`config.mk`:
```
export PLATFORM = sky130hd
export DESIGN_NAME = fwd_ctrl
export DESIGN_NICKNAME = d
export VERILOG_FILES = /design/src/rtl/fwd_ctrl.sv
export SDC_FILE = /design/constraint.sdc
export NUM_CORES = 1
export LEC_CHECK = 0
export CAP_MARGIN = 20
export CORE_UTILIZATION = 45
export DETAILED_ROUTE_END_ITERATION = 12
export GPL_ROUTABILITY_DRIVEN = 0
export PLACE_DENSITY_LB_ADDON = 0.08
export SYNTH_ARGS = -nofsm -noshare
export SYNTH_HDL_FRONTEND = slang
export SYNTH_SLANG_ARGS = --single-unit
```
`constraint.sdc`:
```
create_clock -name clk -period 2.1 [get_ports clk]
set_input_delay 0.21 -clock clk [delete_from_list [all_inputs] [get_ports clk]]
set_output_delay 0.21 -clock clk [all_outputs]
set_load 0.005 [all_outputs]
```
`src/rtl/fwd_ctrl.sv`:
```
// Forwarding and load-use hazard control for the 5-stage MIPS pipeline.
// Tracks EX/MEM/WB destination tags; drives operand-mux selects, stall, and the writeback tag.
module fwd_ctrl #(
   parameter int unsigned REG_W = 5
) (
   input  logic             clk,
   input  logic             rst,
   input  logic             id_valid,
   input  logic [REG_W-1:0] id_rs,
   input  logic [REG_W-1:0] id_rt,
   input  logic [REG_W-1:0] id_dst,
   input  logic             id_regwrite,
   input  logic             id_memread,
   input  logic             flush_ex,
   output logic             stall_id,
   output logic [1:0]       fwd_a_sel,
   output logic [1:0]       fwd_b_sel,
   output logic             wb_regwrite,
   output logic [REG_W-1:0] wb_dst
);

   typedef struct packed {
      logic             valid;
      logic [REG_W-1:0] rs;
      logic [REG_W-1:0] rt;
      logic [REG_W-1:0] dst;
      logic             regwrite;
      logic             memread;
   } ex_slot_t;

   // Downstream slots keep only the fields that are ever read; rs/rt die after EX.
   typedef struct packed {
      logic             valid;
      logic [REG_W-1:0] dst;
      logic             regwrite;
      logic             memread;
   } mem_slot_t;

   typedef struct packed {
      logic             valid;
      logic [REG_W-1:0] dst;
      logic             regwrite;
   } wb_slot_t;

   ex_slot_t  r_ex;
   mem_slot_t r_mem;
   wb_slot_t  r_wb;
   logic      w_haz;
   logic      w_ex_load;

   assign w_ex_load = r_ex.valid & r_ex.memread & r_ex.regwrite & (r_ex.dst != '0);
   assign w_haz     = id_valid & w_ex_load & ((r_ex.dst == id_rs) | (r_ex.dst == id_rt));
   assign stall_id  = w_haz & ~flush_ex;

   always_ff @(posedge clk or posedge rst) begin
      if (rst) begin
         r_ex  <= '0;
         r_mem <= '0;
         r_wb  <= '0;
      end else begin
         r_mem.valid    <= r_ex.valid;
         r_mem.dst      <= r_ex.dst;
         r_mem.regwrite <= r_ex.regwrite;
         r_mem.memread  <= r_ex.memread;
         r_wb.valid     <= r_mem.valid;
         r_wb.dst       <= r_mem.dst;
         r_wb.regwrite  <= r_mem.regwrite;
         if (id_valid & ~stall_id & ~flush_ex) begin
            r_ex.valid    <= 1'b1;
            r_ex.rs       <= id_rs;
            r_ex.rt       <= id_rt;
            r_ex.dst      <= id_dst;
            r_ex.regwrite <= id_regwrite;
            r_ex.memread  <= id_memread;
         end else begin
            r_ex <= '0;
         end
      end
   end

   function automatic logic [1:0] fwd_sel(
      input logic [REG_W-1:0] src,
      input mem_slot_t        mem,
      input wb_slot_t         wb
   );
      logic [1:0] sel;
      sel = 2'b00;
      if (mem.valid & mem.regwrite & ~mem.memread & (mem.dst != '0) & (mem.dst == src))
         sel = 2'b01;
      else if (wb.valid & wb.regwrite & (wb.dst != '0) & (wb.dst == src))
         sel = 2'b10;
      return sel;
   endfunction

   always_comb begin
      fwd_a_sel = 2'b00;
      fwd_b_sel = 2'b00;
      if (r_ex.valid) begin
         fwd_a_sel = fwd_sel(r_ex.rs, r_mem, r_wb);
         fwd_b_sel = fwd_sel(r_ex.rt, r_mem, r_wb);
      end
   end

   assign wb_regwrite = r_wb.valid & r_wb.regwrite & (r_wb.dst != '0);
   assign wb_dst      = r_wb.dst;

endmodule

```
==> flow_metrics.tcl, run 1 <==
set metrics [dict create \
    max-slew-margin-rel 0.7369 \
    ff2ff_setup_slack_ns 0.70 \
    post_layout_nets 203 \
    synthTopCellsByArea "sky130_fd_sc_hd__dfrtp_1 (55%), sky130_fd_sc_hd__xnor2_1 (12%), sky130_fd_sc_hd__xor2_1 (5.9%)" \
    synth_area_um2 1493 \
    final-max-slew-violation-count 0 \
    fp.dieW_um 59.60 \
    violations "setup timing" \
    synthesized_net_count 158 \
    detail_route.wl_per_cell_um 12.78 \
    setup_slack_ns -0.08198 \
    rr_endpoint "r_ex[17]$_DFF_PP0_" \
    rows 20 \
    dpl_cell_area_um2 1862 \
    post-route-cell-area_um2 2032 \
    layout-area-overhead-vs-synth_pct 36.13 \
    startpoint_type "flip-flop" \
    fin_worst_hold_slack_ns 0.2381 \
    timing.final.hold_violations 0 \
    final_layout_size_suffix_gt1_frac 0.1967 \
    antennaDiodeCount 0 \
    critical_path.endpoint_type "output pin" \
    cts_htree_levels 2 \
    grt_use_total 0.1985 \
    maximum_operating_frequency_ghz 0.4583 \
    rsz0062_at_grt "yes" \
    yosysMostFrequentCell "sky130_fd_sc_hd__dfrtp_1" \
    criticalPathCategory "reg -> out" \
    cp_top_family "simple AND/OR/NAND/NOR gates" \
    worstReg2RegStart "r_ex[4]$_DFF_PP0_" \
    ys_ff_latch 33 \
    report.final.setup_viol 4 \
    drt-initial-drc-count 40 \
    worst_skew_pair.late_latency_ns 0.33 \
    detail-route-antenna-nets 0 \
    synth_largest_area_cell "sky130_fd_sc_hd__dfrtp_1" \
    path_max_fanout 2 \
    grt.overflow.total 0 \
    synth_enable_flop_cells 0 \
    tightestPinTransition_ns 0.3946 \
    asyncSetResetFlopFracSynth 1.000 \
    cts-root-to-sink-buffers 2 \
    dp_slack_ns -0.01932 \
    floorplan.initialDensity 0.4810 \
    io_pins 32 \
    skew_ns 0.01465 \
    die_area_um2 3552 \
    power_per_cell_area_nw_per_um2 668.9 \
    timing.critical_path.required_ns 1.89 \
    die_height_um 59.60 \
    ys_types 24 \
    timing.critical_path.cells "or4_4 > o2111ai_4 > buf_6 > nor4_2 > and2_1 > buf_2" \
    fin_crit_sh 1.039 \
    p_leak_nw 0.9550 \
    maximum_number_of_pins_on_one_net_before_global_route_repair 34 \
    drc 0 \
    cts_num_sinks 33 \
    antenna_found_initial 0 \
    worstRegToRegCells 5 \
    grt_first_pass_wirelength_um 5112 \
    seq_area_frac_synth 0.5532 \
    critical-path-max-stage-delay_ns 0.55 \
    grt_pass1_vias 1136 \
    synthesized_instance_count 137 \
    run_status "finished, violations left" \
    hold_path_class "in -> async" \
    critPathArrivalTime_ns 1.97 \
    tritoncts "yes" \
    vias 1102 \
    postSynthAreaPerCell_um2 10.90 \
    timing.critical_path.slowest_stage_cell "sky130_fd_sc_hd__or4_4" \
    postRouteWirelength_um 2901 \
    dp_hpwl_um 2171 \
    vias_per_cell 4.855 \
    netlist.area_leader.share 0.5532 \
    max-cap-violations 0 \
    vdd_ir_drop_max_mv 0.4134 \
    cts.root.buffer_cell "sky130_fd_sc_hd__clkbuf_4" \
    synthFlopType "sky130_fd_sc_hd__dfrtp_1" \
    synth_warnings 0 \
    final_period_minus_worst_setup_slack_ns 2.182 \
    finalSetupTns_ns -0.2266 \
    io_buffers 31 \
    finalPower_mw 1.359 \
    numCtsBuffers 5 \
    synth.top_cells.by_count "sky130_fd_sc_hd__dfrtp_1 (33), sky130_fd_sc_hd__nand2_1 (20), sky130_fd_sc_hd__xnor2_1 (20)" \
    core_area_um2 3103 \
    crit_buf_inv 2 \
    drt_pre_antenna_iters 4 \
    cts.reportedPaths.clkPinSlew_ns 0.11 \
]
## worst register-to-register path, cell delays in order (launching register included)
cell and delay, ns:
sky130_fd_sc_hd__dfrtp_1 0.44, sky130_fd_sc_hd__xnor2_1 0.22, sky130_fd_sc_hd__nand3_1 0.12, sky130_fd_sc_hd__o22ai_2 0.15, sky130_fd_sc_hd__buf_4 0.24, sky130_fd_sc_hd__a21boi_0 0.11
## cell usage in the layout (no fill, tap or decap), types with 2 or more instances in the layout
cell type                         instances
sky130_fd_sc_hd__dfrtp_1                 33
sky130_fd_sc_hd__clkdlybuf4s50_1         25
sky130_fd_sc_hd__xnor2_1                 20
sky130_fd_sc_hd__nand2_1                 20
sky130_fd_sc_hd__a21oi_1                 17
sky130_fd_sc_hd__buf_4                   15
sky130_fd_sc_hd__xor2_1                  10
sky130_fd_sc_hd__nand3_1                  6
sky130_fd_sc_hd__clkbuf_4                 5
sky130_fd_sc_hd__buf_2                    4
sky130_fd_sc_hd__and2_1                   3
sky130_fd_sc_hd__nor3_1                   3
sky130_fd_sc_hd__inv_1                    2
sky130_fd_sc_hd__nor3_2                   2
## stage by stage
| step | utilization | cells |
|---|---|---|
| final | 0.6548 | 227 |
| after global routing | 0.6548 | 227 |
| after CTS | 0.6488 | 226 |
| after detailed placement | 0.6000 | 211 |
| after global placement | 0.6000 | 211 |
| after floorplan | - | 137 |
## sequential cells by signal, indices dropped and copies added, names as in the netlist
| name | count |
|---|---|
| r_wb | 2 |
| r_mem | 8 |
| r_ex | 18 |
| wb_dst | 5 |
## layer usage
layer	share of wire	routed length, um	track usage
met5	0	0	0
met4	0.016	46	0.06645
met3	0.049	142	0.05677
met2	0.49	1430	0.3210
met1	0.44	1281	0.2568
## report_power, final
| group | internal (mW) | switching [mW] |
|---|---|---|
| registers | 0.660 | 0.0243 |
| logic | 0.0977 | 0.0782 |
| clock network | 0.283 | 0.216 |
## how the worst max path moves through the flow
stage	start	end	cells past startpoint
2_1_floorplan	r_mem[3]$_DFF_PP0_	fwd_b_sel[1]	4
3_3_place_gp	r_mem[3]$_DFF_PP0_	fwd_b_sel[1]	5
3_5_place_dp	r_mem[3]$_DFF_PP0_	fwd_b_sel[1]	5
4_1_cts	r_mem[5]$_DFF_PP0_	fwd_b_sel[1]	6
5_1_grt	r_mem[3]$_DFF_PP0_	fwd_b_sel[1]	6
6_report	r_mem[3]$_DFF_PP0_	fwd_a_sel[0]	6
## cell type report
class	count	area (um^2)
sequential	33	825.8
timing repair buffer	47	415.4
clock inverter	2	37.54
tap	44	55.05
multi-input combinational	93	639.4
inverter	2	7.507
clock buffer	6	51.30
fill	259	1071
## cells by family after synthesis
kind of cell / count (synthesis) / synth area share
buf+inv: 11 / 0.04275
compound gates: 22 / 0.09304
xor+xnor: 30 / 0.1760
simple gates: 41 / 0.1350
flops: 33 / 0.5532
## timing repair
item | 4_1_cts | 5_1_grt
pin swaps | 12 | 3
setup endpoints to repair | 6 | 5
resized for setup | 22 | 2
hold buffers | 0 | 0
setup buffers | 7 | 1
No activity file was read; power rests on OpenSTA's default activity.
==> inputs of run 2 (changes only) <==
Settings changed: SKIP_LAST_GASP from default to 1.
==> results of run 2 <==
Final layout, timing and power as in run 1 (identical DEF).
